### config.mk
export PLATFORM = sky130hd
export DESIGN_NAME = multi_switch_led_toggle
export DESIGN_NICKNAME = d
export VERILOG_FILES = /design/src/rtl/led_toggle_pkg.sv /design/src/rtl/switch_debounce.sv /design/src/rtl/multi_switch_led_toggle.sv
export SDC_FILE = /design/constraint.sdc
export NUM_CORES = 1
export LEC_CHECK = 0
export ABC_AREA = 1
export CORE_MARGIN = 2
export CORE_UTILIZATION = 35
export DETAILED_ROUTE_END_ITERATION = 16
export GPL_ROUTABILITY_DRIVEN = 0
export PLACE_DENSITY_LB_ADDON = 0.12
export SETUP_SLACK_MARGIN = 0.3
export SLEW_MARGIN = 20
export SYNTH_ARGS = -nofsm -noshare
export SYNTH_HDL_FRONTEND = slang
export SYNTH_HIERARCHICAL = 1
export SYNTH_SLANG_ARGS = --single-unit
### constraint.sdc
create_clock -name i_Clk -period 2.4 [get_ports i_Clk]
set_clock_uncertainty 0.15 [all_clocks]
set_input_delay 0.24 -clock i_Clk [delete_from_list [all_inputs] [get_ports i_Clk]]
set_output_delay 0.24 -clock i_Clk [all_outputs]
set_load 0.05 [all_outputs]
### src/rtl/led_toggle_pkg.sv
// Shared constants for the multi-channel switch/LED toggler.
package led_toggle_pkg;

    localparam logic MODE_TOGGLE = 1'b0;
    localparam logic MODE_FOLLOW = 1'b1;

    localparam int unsigned DEFAULT_DEBOUNCE_LIMIT = 250000;
    localparam int unsigned MAX_CH                 = 16;

    // Counter width for a given limit; a limit of 1 still needs a 1-bit counter.
    function automatic int unsigned cnt_width(input int unsigned limit);
        return (limit > 1) ? $clog2(limit) : 1;
    endfunction

endpackage

### src/rtl/switch_debounce.sv
// One switch channel: optional two-flop synchroniser, debounce counter, stable level.
// LED_TOGGLE_SYNC_EN adds the synchroniser; without it i_Switch must already be
// synchronous to i_Clk.
module switch_debounce
    import led_toggle_pkg::*;
#(
    parameter int unsigned DEBOUNCE_LIMIT = DEFAULT_DEBOUNCE_LIMIT
) (
    input  logic i_Clk,
    input  logic i_Reset,
    input  logic i_Switch,
    output logic o_Stable
);

    localparam int unsigned     CNT_W   = cnt_width(DEBOUNCE_LIMIT);
    localparam logic [CNT_W-1:0] CNT_MAX = CNT_W'(DEBOUNCE_LIMIT - 1);

    logic             w_Synced;
    logic             r_Stable;
    logic [CNT_W-1:0] r_Count;

`ifdef LED_TOGGLE_SYNC_EN
    logic r_Sync_1;
    logic r_Sync_2;

    // Two-flop synchroniser for the asynchronous switch pin
    always_ff @(posedge i_Clk or posedge i_Reset) begin
        if (i_Reset) begin
            r_Sync_1 <= 1'b0;
            r_Sync_2 <= 1'b0;
        end else begin
            r_Sync_1 <= i_Switch;
            r_Sync_2 <= r_Sync_1;
        end
    end

    assign w_Synced = r_Sync_2;
`else
    assign w_Synced = i_Switch;
`endif

    // Accept a new level only after DEBOUNCE_LIMIT consecutive differing cycles
    always_ff @(posedge i_Clk or posedge i_Reset) begin
        if (i_Reset) begin
            r_Stable <= 1'b0;
            r_Count  <= '0;
        end else if (w_Synced != r_Stable) begin
            if (r_Count == CNT_MAX) begin
                r_Stable <= w_Synced;
                r_Count  <= '0;
            end else begin
                r_Count <= r_Count + CNT_W'(1);
            end
        end else begin
            r_Count <= '0;
        end
    end

    assign o_Stable = r_Stable;

endmodule

### src/rtl/multi_switch_led_toggle.sv
// Multi-channel switch debouncer driving LEDs in toggle-on-release or follow mode.
// Build option LED_TOGGLE_SYNC_EN enables the per-channel input synchroniser.
module multi_switch_led_toggle
    import led_toggle_pkg::*;
#(
    parameter int unsigned NUM_CH         = 4,
    parameter int unsigned DEBOUNCE_LIMIT = DEFAULT_DEBOUNCE_LIMIT
) (
    input  logic              i_Clk,
    input  logic              i_Reset,
    input  logic [NUM_CH-1:0] i_Switch,
    input  logic [NUM_CH-1:0] i_Mode,
    output logic [NUM_CH-1:0] o_LED,
    output logic [NUM_CH-1:0] o_Release_Pulse
);

    logic [NUM_CH-1:0] w_Stable;
    logic [NUM_CH-1:0] w_Release;
    logic [NUM_CH-1:0] r_Stable_D;
    logic [NUM_CH-1:0] r_LED;
    logic [NUM_CH-1:0] r_Release_Pulse;

    for (genvar g = 0; g < NUM_CH; g++) begin : g_ch
        switch_debounce #(
            .DEBOUNCE_LIMIT (DEBOUNCE_LIMIT)
        ) u_debounce (
            .i_Clk    (i_Clk),
            .i_Reset  (i_Reset),
            .i_Switch (i_Switch[g]),
            .o_Stable (w_Stable[g])
        );
    end

    // Release is the debounced 1->0 transition
    assign w_Release = r_Stable_D & ~w_Stable;

    // Edge-detect delay, registered release pulse and per-channel LED mode mux
    always_ff @(posedge i_Clk or posedge i_Reset) begin
        if (i_Reset) begin
            r_Stable_D      <= '0;
            r_Release_Pulse <= '0;
            r_LED           <= '0;
        end else begin
            r_Stable_D      <= w_Stable;
            r_Release_Pulse <= w_Release;
            for (int unsigned ch = 0; ch < NUM_CH; ch++) begin
                if (i_Mode[ch] == MODE_FOLLOW) begin
                    r_LED[ch] <= w_Stable[ch];
                end else if (w_Release[ch]) begin
                    r_LED[ch] <= ~r_LED[ch];
                end
            end
        end
    end

    assign o_LED           = r_LED;
    assign o_Release_Pulse = r_Release_Pulse;

endmodule

==> reports/metrics.cfg <==
[power_and_ir_drop]
ir_worst_vdd_mv=0.335
p_leak_uw=0.00248
power.density_nw_per_um2=590

[detailed_routing]
totalWireLength_um=9650
met1_length_um=4740
final_antenna_net_count=0
first_iter_violations=117
num_vias=3656
viasPerCell=4.46
route.met2.wl_um=4500
drc_errors=0
drt-wirelength-per-cell_um=11.8
first_pass_iters=4
wl_met3_um=193
top_layer=met4

[synthesis]
synth.area.top_cells=dfrtp_1 (45%), nor2_1 (8.3%), nand2_1 (7.0%)
syn_area_um2=4910
synth_top_area_cell=dfrtp_1
yosysWarnings=6
synth_cell_types=22
synth_cells=601
yosysTopAreaCellShare_pct=44.8
synth-seq-cells=88
synth.avg_cell_area_um2=8.18
synthesis.nets=615
ys_seq_area_share_pct=44.8

[floorplan]
die-area_um2=15000
core-area_um2=13800
dieHeight_um=122
std_cell_rows=43
io_pins=18
dieWidth_um=122
start_util_pct=35.7

[clock_tree]
post_cts_resized=0
cts_root_buffer=clkbuf_16
post-cts-setup-buffer-count=0
holdBufCountCts=0
htree_levels=3
tritoncts=built
clk_latency_ps=350
cts_buffer_depth=2
cts_buffers=9
cts.sink_count=88
cts.clk_slew.worst_paths_ps=70

[critical_path]
path_cells=clkdlybuf4s50_1
worstRegToRegCells=4
timing.rr.start=g_ch[1].u_debounce/o_Stable
cpPeakStageDelay_ps=820
slowest_stage=clkdlybuf4s50_1
startpoint_type=register
arrival_ps=1550
criticalPathCategory=register to primary output
r2r-end=g_ch[1].u_debounce/r_Count[16]
crit_fanout=3
critPathTopFamily=buffers and inverters
cp.required_ps=2010
worst_setup_path_end_kind=primary output
rrSetupSlack_ps=740
path_buf_inv=1

[timing]
min_period_ps=1940
period_share_pct=80.8
worstMarginPinSlew_ps=742
hold_violations=0
drv_slew=0
fmax_mhz=515
setup_viol=0
slew_headroom_pct=50.2
grt_setup_unrepaired=no
fin_setup_tns_ps=0

[finish]
drive_gt1_share_pct=20.8
synthToLayoutAreaGrowth_pct=15.0
layout_common_cells=nor2_1 (108), nand2_1 (92), dfrtp_1 (88), inv_1 (73), nand3_1 (40)
fillers=1412
final_area_um2=5650
nNetsFinal=648
n_antenna_cell=0
final_common_cell=nor2_1

[grt]
grt_pass1_wl_um=16900
grt_max_degree=20
grt-ovfl-total=0
antenna_found_initial=0
grt_usage_pct=14.5
grt_pass1_vias=3603

[placement]
dp_hpwl_um=7170
place_area_um2=5350
place.port_buffers=17

[min_path]
hold_class=input pin to async pin

[run]
drv_cap=0

[status]
status=completed

-- worst max path at each step --
| stage | startpoint | to | cells after the start |
|---|---|---|---|
| floorplan | g_ch[0].u_debounce/r_Count[0] | g_ch[0].u_debounce/r_Count[7] | 6 |
| global placement | i_Switch[1] | g_ch[1].u_debounce/r_Count[7] | 5 |
| detailed placement | i_Switch[2] | g_ch[2].u_debounce/r_Count[7] | 5 |
| CTS | o_LED[3] | o_LED[3] | 1 |
| global route | o_LED[3] | o_LED[3] | 1 |
| finish | o_LED[3] | o_LED[3] | 1 |
-- routing by layer --
metal	GRT usage, %	vias to the layer above
met5	0	-
met4	7.11	0
met3	2.51	12
met2	22.8	28
met1	19.3	1691
li1	-	1925
-- synth_stat cells --
master and count:
dfrtp_1 88, xnor2_1 12, nor3b_1 4, nand4_1 4, a21oi_1 24, nor2_2 24, xor2_1 24, ha_1 4
nor2_4 20, a211oi_1 4, o21ai_1 4, nand2_1 92, o21ai_0 4, nand3_2 12, nor3_1 4, inv_1 73
nor2_1 108, a21oi_2 4, nand2_2 28, inv_2 16, nand2_4 8, nand3_1 40
-- sequential cells by signal (all words and copies together) (netlist names) --
register                  flops
g_ch.u_debounce/r_Count      72
g_ch.u_debounce/o_Stable      4
r_Stable_D                    4
o_LED                         4
o_Release_Pulse               4
-- area by class of cell --
class                           count  area [um2]  share of cell area [%]
Timing Repair Buffer               22         208                    3.68
Clock buffer                        9         225                    3.99
Inverter                           89         334                    5.91
Clock inverter                      7        78.8                    1.40
Multi-Input combinational cell    424        2380                    42.1
Tap cell                          180         225                    3.99
Sequential cell                    88        2200                    39.0
-- logic make-up (layout without fill, tap and decap cells) --
| family | after synthesis | count (layout) | share of synthesized area, % |
|---|---|---|---|
| AOI/OAI and AO/OA | 40 | 40 | 4.58 |
| xor gates and xnor gates | 36 | 36 | 6.42 |
| adders and majority gates | 4 | 4 | 1.02 |
| buffers and inverters | 89 | 127 | 6.80 |
| DFF | 88 | 88 | 44.8 |
| and+or+nand+nor | 344 | 344 | 36.4 |
-- where the power goes --
part | internal (uW) | switching (uW)
clock network | 820 | 630
logic | 99.8 | 196
registers | 1530 | 53.9
total | 2450 | 880
-- through the flow --
step	setup WS, ps	total power, uW	util [%]	hold slack (ps)	instances
finish	460	3330	41.0	198	819
global route	416	3500	41.0	272	819
CTS	441	3400	41.0	206	819
detailed placement	509	1920	38.8	315	803
global placement	554	1910	38.8	305	803
floorplan	971	1810	-	-45.3	601
Note: power is estimated with default switching activity, not from simulation.
